$ cat src/rtl/data_merge_rr_pkg.sv
// Shared constants for the two-source round-robin merge.
// Provides default data width, source index constants and a helper.
package data_merge_rr_pkg;

    localparam int   DATA_W = 32;
    localparam logic SRC0   = 1'b0;
    localparam logic SRC1   = 1'b1;

    // Source that should win the next contended grant.
    function automatic logic other_src(input logic s);
        return ~s;
    endfunction

endpackage

$ cat src/rtl/data_merge_rr_if.sv
// Valid/ready stream bundle used between merge stages.
// Ports: data (W bits), valid, ready; master drives data/valid.
interface data_merge_rr_if #(
    parameter int W = 33
) ();

    logic [W-1:0] data;
    logic         valid;
    logic         ready;

    modport master (
        output data,
        output valid,
        input  ready
    );

    modport slave (
        input  data,
        input  valid,
        output ready
    );

endinterface

$ cat src/rtl/data_merge_rr_skid.sv
// Two-entry elastic output stage: main register plus skid register.
// Ports: clock, reset (async low), s_in (slave stream), m_out (master stream).
module elastic_skid_reg #(
    parameter int W = 33
) (
    input  logic       clock,
    input  logic       reset,
    data_merge_rr_if.slave  s_in,
    data_merge_rr_if.master m_out
);

    logic [W-1:0] r_main;
    logic [W-1:0] r_skid;
    logic         r_main_v;
    logic         r_skid_v;
    logic         w_load;

    // Upstream may push only while the skid slot is free, so the
    // ready never depends on the downstream ready.
    assign s_in.ready  = ~r_skid_v;
    assign w_load      = s_in.valid & ~r_skid_v;
    assign m_out.data  = r_main;
    assign m_out.valid = r_main_v;

    always_ff @(posedge clock or negedge reset) begin
        if (!reset) begin
            r_main   <= '0;
            r_skid   <= '0;
            r_main_v <= 1'b0;
            r_skid_v <= 1'b0;
        end else if (r_skid_v) begin
            // Skid full implies main full; drain skid into main.
            if (m_out.ready) begin
                r_main   <= r_skid;
                r_skid_v <= 1'b0;
            end
        end else if (w_load) begin
            if (!r_main_v || m_out.ready) begin
                r_main   <= s_in.data;
                r_main_v <= 1'b1;
            end else begin
                r_skid   <= s_in.data;
                r_skid_v <= 1'b1;
            end
        end else if (m_out.ready) begin
            r_main_v <= 1'b0;
        end
    end

endmodule

$ cat src/rtl/data_merge_rr.sv
// Two-source round-robin merge feeding a registered elastic output.
// Ports: clock, reset (async low), din0/din1 streams, dout/doutSrc stream.
module data_merge_rr
    import data_merge_rr_pkg::*;
#(
    parameter int dataWidth = DATA_W
) (
    input  logic                 clock,
    input  logic                 reset,
    input  logic [dataWidth-1:0] din0,
    input  logic                 din0Valid,
    output logic                 din0Ready,
    input  logic [dataWidth-1:0] din1,
    input  logic                 din1Valid,
    output logic                 din1Ready,
    output logic [dataWidth-1:0] dout,
    output logic                 doutValid,
    input  logic                 doutReady,
    output logic                 doutSrc
);

    localparam int W = dataWidth + 1;

    logic r_prio;
    logic w_accept;
    logic w_contend;
    logic w_gnt0;
    logic w_gnt1;

    data_merge_rr_if #(.W(W)) w_in  ();
    data_merge_rr_if #(.W(W)) w_out ();

    // Readys are forced low while reset is held.
    assign w_accept  = w_in.ready & reset;
    assign w_contend = w_accept & din0Valid & din1Valid;

    assign w_gnt0 = w_accept & din0Valid
                  & (~din1Valid | (r_prio == SRC0));
    assign w_gnt1 = w_accept & din1Valid
                  & (~din0Valid | (r_prio == SRC1));

    assign din0Ready = w_gnt0;
    assign din1Ready = w_gnt1;

    assign w_in.valid = w_gnt0 | w_gnt1;
    assign w_in.data  = w_gnt1 ? {SRC1, din1} : {SRC0, din0};

    assign w_out.ready = doutReady;
    assign dout        = w_out.data[dataWidth-1:0];
    assign doutSrc     = w_out.data[dataWidth];
    assign doutValid   = w_out.valid;

    always_ff @(posedge clock or negedge reset) begin
        if (!reset) begin
            r_prio <= SRC0;
        end else if (w_contend) begin
            r_prio <= other_src(w_gnt1 ? SRC1 : SRC0);
        end
    end

    elastic_skid_reg #(.W(W)) u_skid (
        .clock (clock),
        .reset (reset),
        .s_in  (w_in),
        .m_out (w_out)
    );

endmodule

$ cat config.mk
export PLATFORM = sky130hd
export DESIGN_NAME = data_merge_rr
export DESIGN_NICKNAME = d
export VERILOG_FILES = /design/src/rtl/data_merge_rr_pkg.sv /design/src/rtl/data_merge_rr_if.sv /design/src/rtl/data_merge_rr_skid.sv /design/src/rtl/data_merge_rr.sv
export SDC_FILE = /design/constraint.sdc
export NUM_CORES = 1
export LEC_CHECK = 0
export BUFFER_PORTS_ARGS = -buffer_cell sky130_fd_sc_hd__buf_4
export CAP_MARGIN = 5
export CELL_PAD_IN_SITES_DETAIL_PLACEMENT = 0
export CELL_PAD_IN_SITES_GLOBAL_PLACEMENT = 1
export CORE_MARGIN = 10
export CORE_UTILIZATION = 42
export DETAILED_ROUTE_END_ITERATION = 8
export GPL_TIMING_DRIVEN = 0
export PLACE_DENSITY = 0.89
export SLEW_MARGIN = 20
export SYNTH_ARGS = -nofsm -noshare
export SYNTH_HDL_FRONTEND = slang
export SYNTH_HIERARCHICAL = 1
export SYNTH_SLANG_ARGS = --single-unit
$ cat constraint.sdc
create_clock -name clock -period 2.7 [get_ports clock]
set_input_delay 0.27 -clock clock [delete_from_list [all_inputs] [get_ports clock]]
set_output_delay 0.27 -clock clock [all_outputs]
set_load 0.02 [all_outputs]
After elaboration in Yosys (flattened, before gate mapping)
Cells that the tools add are included.

Bits of input ports: 69. Register bits: 69. Output and inout bits: 36. Logic and storage cells: 44.

Equal/unequal tests: 2. Reductions and logical operators: 8. Muxes and demuxes: 13. Bitwise logic cells: 16.

Operator list (number): 33-bit two-way mux (5); 3-bit AND reduction (3); 1-bit two-way mux (8); 1-bit bitwise AND (7); 1-bit inverter (6); 2-bit nonzero test (3); 2-bit inequality test (second input constant) (2); 1-bit OR (3); 1-bit zero test (1); 1-bit logical OR (1).

Longest topological paths before layout
Word-level depth: 8. Gate-level depth with buffers: 9. Mapped depth without buffers: 6.

Cells and area by module
Netlist, hierarchy kept.

Modules (own cells, without submodules): elastic_skid_reg (area an instance 3076.7 µm², cells an instance 186, seq. area each 1701.6 µm², instances 1); data_merge_rr (area an instance 481.7 µm², cells an instance 44, seq. area each 25.0 µm², instances 1).

Worst setup path after synthesis
OpenSTA, ideal clock, no wires.

Kind: register -> register. Start: register u_skid.r_skid_v. End: register u_skid.r_main[22], in the netlist u_skid/m_out.data[22]. Path buffers: 3. Arrival time: 2184 ps. Setup time: 125 ps. Path slack: 391 ps. Clock period less this slack: 2309 ps. Data required time: 2575 ps. Cell stages (with the launch flop): 10. Cell sequence: dfrtp_1 > buf_6 > buf_2 > inv_1 > nand3_1 > a21oi_4 > buf_6 > mux2_2 > mux2_2 > mux2_4.

Longest elaborated chain between the ends: 8. Elaborated cells between the ends (all ways): 16. Those cells by class: 1 x eq/ne; 4 x mux; 8 x bitwise; 3 x reduce/logical.

Ends and longest elaborated chain: start: declaration (RTL line data_merge_rr_skid.sv:15) `logic r_skid_v;`; start signal: assignment (RTL line data_merge_rr_skid.sv:30) `r_skid_v <= 1'b0;`; start signal: assignment (RTL line data_merge_rr_skid.sv:35) `r_skid_v <= 1'b0;`; start signal: assignment (RTL line data_merge_rr_skid.sv:43) `r_skid_v <= 1'b1;`; 1-bit inverter (no line); named net w_in.ready (RTL line data_merge_rr_if.sv:9) `logic ready;`; 1-bit bitwise AND (RTL line data_merge_rr.sv:34) `assign w_accept = w_in.ready & reset;`; 1-bit bitwise AND (RTL line data_merge_rr.sv:39) `assign w_gnt1 = w_accept & din1Valid`; 1-bit bitwise AND (RTL line data_merge_rr.sv:40) `& (~din0Valid | (r_prio == SRC1));`; named net din1Ready (RTL line data_merge_rr.sv:15) `output logic din1Ready,`; 33-bit two-way mux (RTL line data_merge_rr.sv:46) `assign w_in.data = w_gnt1 ? {SRC1, din1} : {SRC0, din0};`; named net w_in.data[22] (RTL line data_merge_rr_if.sv:7) `logic [W-1:0] data;`; 33-bit two-way mux (RTL line data_merge_rr_skid.sv:38) `if (!r_main_v || m_out.ready) begin`; 33-bit two-way mux (RTL line data_merge_rr_skid.sv:37) `end else if (w_load) begin`; 33-bit two-way mux (RTL line data_merge_rr_skid.sv:31) `end else if (r_skid_v) begin`; end signal: assignment (RTL line data_merge_rr_skid.sv:34) `r_main <= r_skid;`; end signal: assignment (RTL line data_merge_rr_skid.sv:39) `r_main <= s_in.data;`; end: declaration (RTL line data_merge_rr_skid.sv:12) `logic [W-1:0] r_main;`.

The timed path passes the listed nets, and every way through them passes these cells. The select of a mux whose other input is x is not followed. A chain may end at the register's enable or synchronous reset.

Final worst setup path
Start: register u_skid.r_skid_v. End: register u_skid.r_main[22], in the netlist u_skid/m_out.data[22].

Longest elaborated chain between the ends: 8. Elaborated cells between the ends (all ways): 16. Those cells by class: 1 x eq/ne; 4 x mux; 8 x bitwise; 3 x reduce/logical.

Ends and longest elaborated chain (RTL line): 1-bit inverter (no line); named net w_in.ready (data_merge_rr_if.sv:9); 1-bit bitwise AND (data_merge_rr.sv:34); 1-bit bitwise AND (data_merge_rr.sv:39); 1-bit bitwise AND (data_merge_rr.sv:40); 33-bit two-way mux (data_merge_rr.sv:46); named net w_in.data[22] (data_merge_rr_if.sv:7); 33-bit two-way mux (data_merge_rr_skid.sv:38); 33-bit two-way mux (data_merge_rr_skid.sv:37); 33-bit two-way mux (data_merge_rr_skid.sv:31).

The timed path passes the listed nets, and every way through them passes these cells. The select of a mux whose other input is x is not followed.

==> impl_metrics.yaml <==
flow_run:
  drv_cap: 0
clock_network:
  numCtsBuffers: 9
  cts_root_buffer: "clkbuf_8"
  ctsLongestPathBuffers: 2
  htreeDepth: 3
  cts_resized: 0
  cts_sinks: 69
  worstSkewPairLatency_ps: 340
  tritoncts: "done"
  clk_pin_slew_ps: 80
  cts-hold-fix-buffers: 0
  cts_setup_buffers: 0
synthesis:
  synth_seq_area_share_pct: 48.5
  synth_xor_xnor_area_share_pct: 0.246
  syn_nets: 299
  synth_top_family_by_area: "multiplexers"
  synth_cell_type_count: 20
  synth_compound_area_share_pct: 1.37
  synth_mux_area_share_pct: 44.6
  syn_inst: 230
  synthSimpleGateAreaFrac_pct: 1.44
  synth_area_per_cell_um2: 15.5
  syn-cell-area_um2: 3560
  synth_warnings: 6
  synthAdderAreaFrac_pct: 0
  ys_ff_latch: 69
power:
  p_leak_nw: 2.19
  power_mw: 4.41
  p_per_area_nw_per_um2: 934
  vdd_drop_max_v: 0.000459
placement:
  dp_hpwl_mm: 5.58
  io_buffer_count: 104
  place.gp.congestion: 0.695
timing:
  drv_slew: 0
  tightest_slew_ps: 894
  setup_tns_ps: 0
  finalCritPeriodShare_pct: 94.5
  rsz0062_at_grt: "no"
  finalHoldViolCount: 0
  fmax_mhz: 392
  skew_ps: 9.75
  finalSetupViolations: 0
  max-slew-margin-rel_pct: 40.4
  fin_crit_ps: 2550
grt:
  grt_pass1_wl_mm: 12.5
  track_usage_pct: 12.2
  grt_max_degree: 74
  antenna_found_initial: 0
  grt-ovfl-total: 0
  grt_pass1_vias: 2441
drt:
  wl_per_cell_um: 17.0
  wl_mm: 7.78
  vias: 2243
  ant_nets: 0
  first_iter_violations: 59
  dr.pass1.iters: 4
  via_per_inst: 4.91
  drc: 0
critical_path:
  cp-end-kind: "register"
  cp_max_fo: 12
  cp_num_cells: 9
  crit_slowest_cell: "dfrtp_1"
  cp-start-kind: "register"
  r2r_cells: 9
  crit_chain: "buf_6 > buf_2 > inv_1 > nand3_1 > a21oi_4 > buf_6 > mux2_2 > mux2_2 > mux2_4"
  path_buf_inv: 4
  critical_path.top_delay_family: "multiplexers"
  arrival_ps: 2780
  max_stage_delay_ps: 370
  crit_type: "register to register"
  cp.required_ps: 2930
worst_hold_path:
  hold_class: "input pin to async pin"
die:
  core-area_um2: 8220
  dieArea_um2: 12600
  start_util_pct: 43.3
  fp.dieH_um: 112
  ioPinCount: 105
  die-width_um: 112
  rows: 33
run_status:
  status: "completed"
final_layout:
  area_growth_pct: 32.6
  n_antenna_cell: 0
  final_core_util_pct: 57.4
  fin_nets: 416
  drive_gt1_share_pct: 75.0
## worst register-to-register path: stages, from the launching register on
cell and delay (ps):
dfrtp_1 370, buf_6 140, buf_2 210, inv_1 200, nand3_1 150, a21oi_4 290
buf_6 210, mux2_2 360, mux2_2 260, mux2_4 250
## synthesized netlist by cell type, drive strengths merged
master	number	area (µm²)
xnor2	1	8.76
a21oi	2	21.3
nor3	1	16.3
o211a	1	10.0
nand3	1	5.00
nor2	1	3.75
inv	2	7.51
nand2	3	11.3
dfrtp	69	1730
buf	14	128
nand4	1	6.26
a22o	1	8.76
mux2	131	1590
and4	1	8.76
o22a	1	8.76
## where the power goes
part / switching [mW] / internal, mW
clock: 0.392 / 0.572
combinational: 0.709 / 0.996
sequential: 0.244 / 1.50
total: 1.34 / 3.06
## per-layer routing
metal / share of wire, % / global-route usage, % / vias up
met1: 46 / 15.3 / 1099
met3: 6.1 / 4.79 / 11
met2: 47 / 18.5 / 67
li1: - / - / 1066
met5: 0 / 0 / -
met4: 1.1 / 4.40 / 0
## flip-flops by register name, summed over array words and instances (netlist names)
register and cells:
u_skid/m_out.data 33, u_skid/r_skid 33, r_prio 1, u_skid/m_out.valid 1, u_skid/r_skid_v 1
## metrics by stage
step / area (µm²) / worst slack [ps] / cells / hold WS [ps]
2_1_floorplan: 3560 / 391 / 230 / -25.6
5_1_grt: 4720 / 5.97 / 457 / 95.0
3_3_place_gp: 4470 / -163 / 439 / 456
4_1_cts: 4700 / 45.2 / 455 / 76.9
6_report: 4720 / 147 / 457 / 54.0
3_5_place_dp: 4470 / -178 / 439 / 457
## area by class of cell
type                            instances  area [µm²]
Fill cell                             664        3500
Timing Repair Buffer                  106         796
Sequential cell                        69        1730
Inverter                                2        7.51
Clock inverter                          5        81.3
Buffer                                 14         128
Multi-Input combinational cell        145        1700
Clock buffer                           11         151
Tap cell                              105         131
## final timing paths
path / startpoint / endpoint / slack [ps]
max: u_skid/r_skid_v / u_skid/m_out.data[22] / 150
min: reset / u_skid/m_out.data[14] / 50
max reg2reg: u_skid/r_skid_v / u_skid/m_out.data[22] / 150
min reg2reg: u_skid/r_skid[19] / u_skid/r_skid[19] / 490
max in group asynchronous: reset / u_skid/m_out.data[2] / 2060
min in group clock: doutReady / u_skid/r_skid_v / 120
## placed cells by master, fill, tap and decap left out, types with 2 or more instances in the layout
cell	synthesis	routed
bufinv_16	0	2
buf_4	3	109
clkbuf_8	0	11
mux2_1	5	5
inv_1	2	2
buf_2	3	3
buf_6	8	8
nand2_1	3	3
dfrtp_1	69	69
mux2_4	30	30
mux2_2	96	96
## logic make-up (layout without fill, tap and decap cells)
logic type | after synthesis | count (layout)
xor+xnor | 1 | 1
mux | 131 | 131
buf+inv | 16 | 138
simple gates | 8 | 8
flops | 69 | 69
compound gates | 5 | 5
(Power assumes the default switching activity.)
